===== config.mk =====
export PLATFORM = sky130hd
export DESIGN_NAME = uart_tx_fifo
export DESIGN_NICKNAME = d
export VERILOG_FILES = /design/src/rtl/uart_tx_fifo.sv
export SDC_FILE = /design/constraint.sdc
export NUM_CORES = 1
export LEC_CHECK = 0
export ABC_AREA = 1
export ABC_CLOCK_PERIOD_IN_PS = 4650
export CAP_MARGIN = 20
export CELL_PAD_IN_SITES_DETAIL_PLACEMENT = 1
export CELL_PAD_IN_SITES_GLOBAL_PLACEMENT = 1
export CORE_UTILIZATION = 52
export CTS_BUF_LIST = sky130_fd_sc_hd__clkbuf_4 sky130_fd_sc_hd__clkbuf_8 sky130_fd_sc_hd__clkbuf_16
export DETAILED_ROUTE_END_ITERATION = 8
export PLACE_DENSITY = 0.81
export SYNTH_ARGS = -nofsm -noshare
export SYNTH_HDL_FRONTEND = slang
export SYNTH_SLANG_ARGS = --single-unit

===== constraint.sdc =====
create_clock -name clk -period 4.65 [get_ports clk]
set_clock_uncertainty 0.1 [all_clocks]
set_input_delay 0.6975 -clock clk [delete_from_list [all_inputs] [get_ports clk]]
set_output_delay 0.6975 -clock clk [all_outputs]
set_load 0.05 [all_outputs]

===== src/rtl/uart_tx_fifo.sv =====
// uart_tx_fifo: FIFO-buffered 8N1 UART transmitter; define UART_TX_PARITY_EN for 8E1 (even parity bit)
module uart_tx_fifo #(
  parameter int CLK_HZ     = 12_000_000,
  parameter int BAUD       = 115200,
  parameter int FIFO_DEPTH = 16
) (
  input  logic                          clk,
  input  logic                          rst,
  input  logic [7:0]                    tx_byte,
  input  logic                          tx_valid,
  output logic                          tx_ready,
  output logic                          tx,
  output logic                          busy,
  output logic [$clog2(FIFO_DEPTH):0]   fifo_count
);
  localparam int CPB = CLK_HZ / BAUD;
  localparam int AW  = $clog2(FIFO_DEPTH);
  localparam int BW  = $clog2(CPB);
  typedef enum logic [2:0] {
    IDLE, START, DATA,
`ifdef UART_TX_PARITY_EN
    PARITY,
`endif
    STOP
  } state_t;
  state_t         state_q, state_d;
  logic [7:0]     mem_q [FIFO_DEPTH];
  logic [AW-1:0]  wr_q, wr_d, rd_q, rd_d;
  logic [AW:0]    count_q, count_d;
  logic [BW-1:0]  baud_q, baud_d;
  logic [2:0]     bit_q, bit_d;
  logic [7:0]     sh_q, sh_d;
  logic           tx_q, tx_d, busy_q, busy_d, push, pop, last;
  assign tx_ready   = count_q != (AW+1)'(FIFO_DEPTH);
  assign push       = tx_valid & tx_ready;
  assign last       = baud_q == BW'(CPB - 1);
  assign tx         = tx_q;
  assign busy       = busy_q;
  assign fifo_count = count_q;
  always_comb begin
    state_d = state_q;
    baud_d  = baud_q + BW'(1);
    bit_d   = bit_q;
    tx_d    = tx_q;
    pop     = 1'b0;
    case (state_q)
      IDLE: begin
        baud_d  = '0;
        pop     = count_q != '0;
        state_d = pop ? START : IDLE;
        tx_d    = !pop;
      end
      START: if (last) begin
        state_d = DATA;
        baud_d  = '0;
        bit_d   = '0;
        tx_d    = sh_q[0];
      end
      DATA: if (last) begin
        baud_d = '0;
        bit_d  = bit_q + 3'd1;
        if (bit_q == 3'd7) begin
`ifdef UART_TX_PARITY_EN
          state_d = PARITY;
          tx_d    = ^sh_q;
`else
          state_d = STOP;
          tx_d    = 1'b1;
`endif
        end else
          tx_d = sh_q[bit_q + 3'd1];
      end
`ifdef UART_TX_PARITY_EN
      PARITY: if (last) begin
        state_d = STOP;
        baud_d  = '0;
        tx_d    = 1'b1;
      end
`endif
      STOP: if (last) begin
        // Chain straight into the next frame when bytes are waiting
        baud_d  = '0;
        pop     = count_q != '0;
        state_d = pop ? START : IDLE;
        tx_d    = !pop;
      end
      default: state_d = IDLE;
    endcase
    sh_d    = pop ? mem_q[rd_q] : sh_q;
    rd_d    = rd_q + AW'(pop);
    wr_d    = wr_q + AW'(push);
    count_d = count_q + (AW+1)'(push) - (AW+1)'(pop);
    busy_d  = (state_d != IDLE) | (count_d != '0);
  end
  always_ff @(posedge clk) begin
    if (rst) begin
      state_q <= IDLE;
      baud_q  <= '0;
      bit_q   <= '0;
      sh_q    <= '0;
      tx_q    <= 1'b1;
      busy_q  <= 1'b0;
      wr_q    <= '0;
      rd_q    <= '0;
      count_q <= '0;
    end else begin
      state_q <= state_d;
      baud_q  <= baud_d;
      bit_q   <= bit_d;
      sh_q    <= sh_d;
      tx_q    <= tx_d;
      busy_q  <= busy_d;
      wr_q    <= wr_d;
      rd_q    <= rd_d;
      count_q <= count_d;
    end
  end
  always_ff @(posedge clk)
    if (push) mem_q[wr_q] <= tx_byte;
endmodule


# Yosys cells after proc, flatten, opt, wreduce, memory -nomap -nowiden
# Memories as Yosys holds them, arrays and structs flattened. A register that Yosys moved wholly into a read port is not among the register bits.
# Cells that the tools add are included.
classes:
  n_bitwise: 2
  magnitude_cmp: 1
  n_mul: 0
  eq_ne: 9
  add_sub_neg: 6
  n_reduce_logical: 10
  div: 0
  shift: 0
  mux: 22
op_table:
  columns: ["op", "n"]
  rows:
  - ["$mux 3", 6]
  - ["$pmux 7 s2", 1]
  - ["$pmux 3 s4", 1]
  - ["$reduce_bool 5->1", 2]
  - ["$mux 1", 9]
  - ["$add 4x1->4", 2]
  - ["$add 7x1->7 const B", 1]
  - ["$eq 7x7->1 const B", 1]
  - ["$mux 7", 1]
  - ["$eq 3x2->1 const B", 2]
  - ["$ne 2x2->1 const B", 3]
  - ["$pmux 3 s2", 1]
  - ["$add 5x1->5", 1]
  - ["$ne 5x5->1 const B", 1]
  - ["$sub 5x1->5", 1]
  - ["$lt 3x4->1 const B", 1]
  - ["$pmux 1 s4", 1]
  - ["$reduce_and 4->1", 1]
  - ["$reduce_bool 4->1", 1]
  - ["$add 3x1->3 const B", 1]
  - ["$bmux 1 s3", 1]
  - ["$eq 3x1->1 const B", 1]
  - ["$eq 3x3->1 const B", 1]
  - ["$logic_not 3->1", 1]
  - ["other kinds (8)", 8]
totals:
  mem_bits_rw: 128
  romBits: 0
  output_inout_bits: 8
  in_bits: 11
  latchBits: 0
  elab_cells: 59
  reg_bits: 28
  mem_count: 1
mem_list:
  columns: ["memory", "words", "width", "read_ports", "rd_ports_with_merged_regs", "wr", "line", "rtl"]
  rows:
  - ["mem_q", 16, 8, 1, 1, 1, "27", "logic [7:0] mem_q [FIFO_DEPTH];"]

# Depth between registers and ports, before layout
depth:
  depth_word: 6
  mapped_depth: 18
  ltp_nobuf: 17

# Worst setup path after synthesis
# Ideal clock, no wire load.
synth_timing:
  path_kind: "reg2reg"
  from: "reg count_q[2], in the netlist fifo_count[2]"
  to: "reg busy_q, in the netlist busy"
  t_required_ns: 4.433
  setup_slack_ns: 1.647
  setup_ns: 0.117
  path_stages_with_launch: 15
  path_buffers: 0
  t_arrival_ns: 2.786
  synth_period_minus_slack_ns: 3.003
  cell_sequence: "dfxtp_1 -> inv_1 -> ha_1 -> nand3_1 -> nand2_1 -> nand2_1 -> nand2_1 -> ha_1 -> fa_1 -> xnor2_1 -> nand3_1 -> nor2_1 -> nand2_1 -> nand2_1 -> nand2_1"
synth_via:
  elab_chain_cells: 6
  elab_cells_between_ends: 13
  classes_between: "add/sub: 2; eq/ne: 1; mux: 5; bitwise: 2; reduce/logical: 3"
synth_lines:
  columns: ["element", "line", "rtl"]
  rows:
  - ["from (decl)", "29", "logic [AW:0] count_q, count_d;"]
  - ["from (signal assigned)", "115", "count_q <= count_d;"]
  - ["$ne 5x5->1", "34", "assign tx_ready = count_q != (AW+1)'(FIFO_DEPTH);"]
  - ["named net tx_ready", "11", "output logic tx_ready,"]
  - ["$and 1x1->1", "35", "assign push = tx_valid & tx_ready;"]
  - ["$add 5x1->5", "92", "count_d = count_q + (AW+1)'(push) - (AW+1)'(pop);"]
  - ["$sub 5x1->5", "92", null]
  - ["$reduce_bool 5->1", "93", "busy_d = (state_d != IDLE) | (count_d != '0);"]
  - ["$or 1x1->1", "93", null]
  - ["to (signal assigned)", "112", "busy_q <= busy_d;"]
  - ["to (decl)", "33", "logic tx_q, tx_d, busy_q, busy_d, push, pop, last;"]
# The timed path passes the listed nets, and every way through them passes these cells.
# A chain may end at the register's enable or synchronous reset.

# Worst setup path after layout
layout_timing:
  from: "reg baud_q[0]"
  to: "reg busy_q, in the netlist busy"
layout_via:
  elab_chain_cells: 6
  elab_cells_between_ends: 11
  classes_between: "add/sub: 1; eq/ne: 1; mux: 6; bitwise: 1; reduce/logical: 2"
layout_lines:
  columns: ["element", "line", "rtl"]
  rows:
  - ["from (decl)", "30", "logic [BW-1:0] baud_q, baud_d;"]
  - ["from (signal assigned)", "108", "baud_q <= baud_d;"]
  - ["$eq 7x7->1", "36", "assign last = baud_q == BW'(CPB - 1);"]
  - ["$mux 1", "80", "STOP: if (last) begin"]
  - ["$pmux 1 s2", "46", "case (state_q)"]
  - ["$sub 5x1->5", "92", null]
  - ["named net count_d[1]", "29", null]
  - ["$reduce_bool 5->1", "93", null]
  - ["$or 1x1->1", "93", null]
# The timed path passes the listed nets, and every way through them passes these cells.

==> flow_summary.toml <==
[floorplan]
ioPinCount = 19
die_w_um = 120
core.rowCount = 42
core_um2 = 13500
dieArea_um2 = 14400
start_util_pct = 54.0
die_height_um = 120

[worst_setup_path]
required_ns = 4.87
crit_arrival_ns = 3.25
startpoint_type = "flop"
end_kind = "flop"
criticalPathCategory = "flop to flop"
cp_max_fo = 20

[global_routing]
grt_pass1_vias = 5563
track_usage_pct = 27.4
antenna_found_initial = 0
grt_pass1_wl_mm = 29.1
grt_max_degree = 68
grt_overflow_total = 0

[clock_network]
cts_resized = 0
htreeDepth = 4
cts_setup_buffers = 0
clk_pin_slew_worst_paths_ns = 0.06
cts-hold-fix-buffers = 0
clock_sinks = 164
cts_buffers = 17
clk_latency_ns = 0.43
cts_root_buf = "clkbuf_16"
tritoncts = "done"
cts.path.max_buffers = 2

[logic_synthesis]
synth_nets = 784
yosysUniqueCellTypes = 30
yosysTopAreaCellShare_pct = 52.9
yosysTopAreaCell = "edfxtp_1"
avgSynthCellArea_um2 = 9.55
ys_warn_count = 0
ys_ff_latch = 164
netlist_area_um2 = 7260
ys_seq_area_share_pct = 62.8
syn-instance-count = 761
synthTopCellsByArea = "edfxtp_1 (53%), nand2_1 (11%), dfxtp_1 (9.9%)"

[drt]
totalWireLength_mm = 18.2
drc = 0
vias_per_cell = 5.39
firstDrtPassIters = 4
num_vias = 5175
wire_per_inst_um = 19.0
first_iter_violations = 372
ant_nets = 0

[outcome]
status = "completed"

[final_layout]
utilization_pct = 60.1
stdcell_count = 960
final_common_cell = "nand2_1"
drive_above_1_share_pct = 5.48
final_cell_mix = "nand2_1 (214), edfxtp_1 (128), nand3_1 (113)"
final_nets = 794
fillers = 1520
area_growth_pct = 11.2
antennaDiodeCount = 0

[power_and_ir_drop]
seq_power_share_pct = 42.1
power.share.clock_pct = 32.8
p_per_area_nw_per_um2 = 510
max-vdd-ir-drop_v = 0.000310
leakage_uw = 0.00335
p_comb_share_pct = 25.1
power.switching_uw = 1400
swShare_pct = 33.8
p_int_uw = 2730

[sta]
setup_violations = 0
hold_slack_ns = 0.356
slew_headroom_pct = 34.5
max_freq_mhz = 330
tns_ns = 0
tightest_slew_ns = 0.981
hold_viol = 0
finalWorstSetupSlack_ns = 1.62
final_max_slew_viol_count = 0
rsz0062_at_grt = "false"
min_period_ns = 3.03
min_period_over_period_pct = 65.2

[placement]
hpwl_mm = 12.2
dp.cells = 928
gp_congestion = 0.813
numPortBuffers = 18
dpl_worst_slack_ns = 1.66

[worst_hold_path]
hold_class = "flop to flop"

[job]
cap_viol_max_count = 0
[power groups by stage]
| stage | clock, uW | combinational (uW) | sequential (uW) |
|---|---|---|---|
| 4_1_cts | 1360 | 1050 | 1740 |
| 3_5_place_dp | 0 | 1040 | 1770 |
| 5_1_grt | 1420 | 1160 | 1750 |
| 2_1_floorplan | 0 | 673 | 1830 |
| 6_report | 1350 | 1040 | 1740 |
| 3_3_place_gp | 0 | 985 | 1760 |
[layer usage]
layer	global-route usage, %	part of all wire [%]	vias up
met5	0	0	-
met4	12.3	2.6	0
met3	4.43	3.2	32
met2	46.7	51	101
met1	34.5	43	2556
li1	-	-	2486
[sequential cells by signal, indices dropped and copies added, names as in the netlist]
| register | flops |
|---|---|
| baud_q | 7 |
| wr_q | 4 |
| rd_q | 4 |
| busy | 1 |
| sh_q | 8 |
| fifo_count | 5 |
| mem_q | 128 |
| state_q | 3 |
| tx | 1 |
| bit_q | 3 |
[metrics by stage]
stage               cell area, um2  total power, uW
floorplan                     7260             2500
global placement              7510             2750
detailed placement            7510             2810
CTS                           8080             4150
global route                  8080             4320
finish                        8080             4120
[synthesized netlist by cell type, drive strengths merged]
cell    count
nor2       59
a21oi      10
xnor2       4
nor3b       1
buf        21
fa          1
edfxtp    128
nand3     116
clkbuf     10
clkinv      1
a31oi       2
nand4       1
nor4        1
o21ai      20
ha         11
nor3        2
nand3b      3
dfxtp      36
xor2        3
nand2     215
o21bai      1
inv       114
conb        1
[worst paths after layout]
kind,from,to,slack [ns],cells after the start
setup / recovery,baud_q[0],busy,1.62,15
hold / removal,baud_q[0],baud_q[0],0.36,1
setup reg to reg,baud_q[0],busy,1.62,15
hold reg to reg,baud_q[0],baud_q[0],0.36,1
[cell type report]
type                            instances  area, um2  share of cell area (%)
Tap cell                              176        220                    2.72
Inverter                              115        432                    5.34
Multi-Input combinational cell        451       2080                    25.8
Timing Repair Buffer                   22        210                    2.60
Clock inverter                         15        144                    1.78
Clock buffer                           17        425                    5.26
Sequential cell                       164       4570                    56.5
[kinds of logic after synthesis]
logic type / synth area share, %
AO/OA/AOI/OAI: 2.34
XOR/XNOR: 0.844
adder cells (fa/ha/maj): 2.17
buffers and inverters: 8.47
flip-flops: 62.8
other: 0.0516
AND/OR/NAND/NOR: 23.3
[worst max-delay path: stages (launching register included)]
cell     delay [ns]
dfxtp_1        0.36
ha_1           0.24
nand3_2        0.13
nor2_4         0.25
nand3_2        0.14
nand2_2        0.31
nand2_1        0.19
nand2_1        0.11
ha_1           0.19
fa_1           0.43
inv_1          0.10
nand3_1        0.08
nor2_1         0.12
nand2_1        0.06
nand2_1        0.06
nand2_1        0.06
Note: power is estimated with default switching activity, not from simulation.
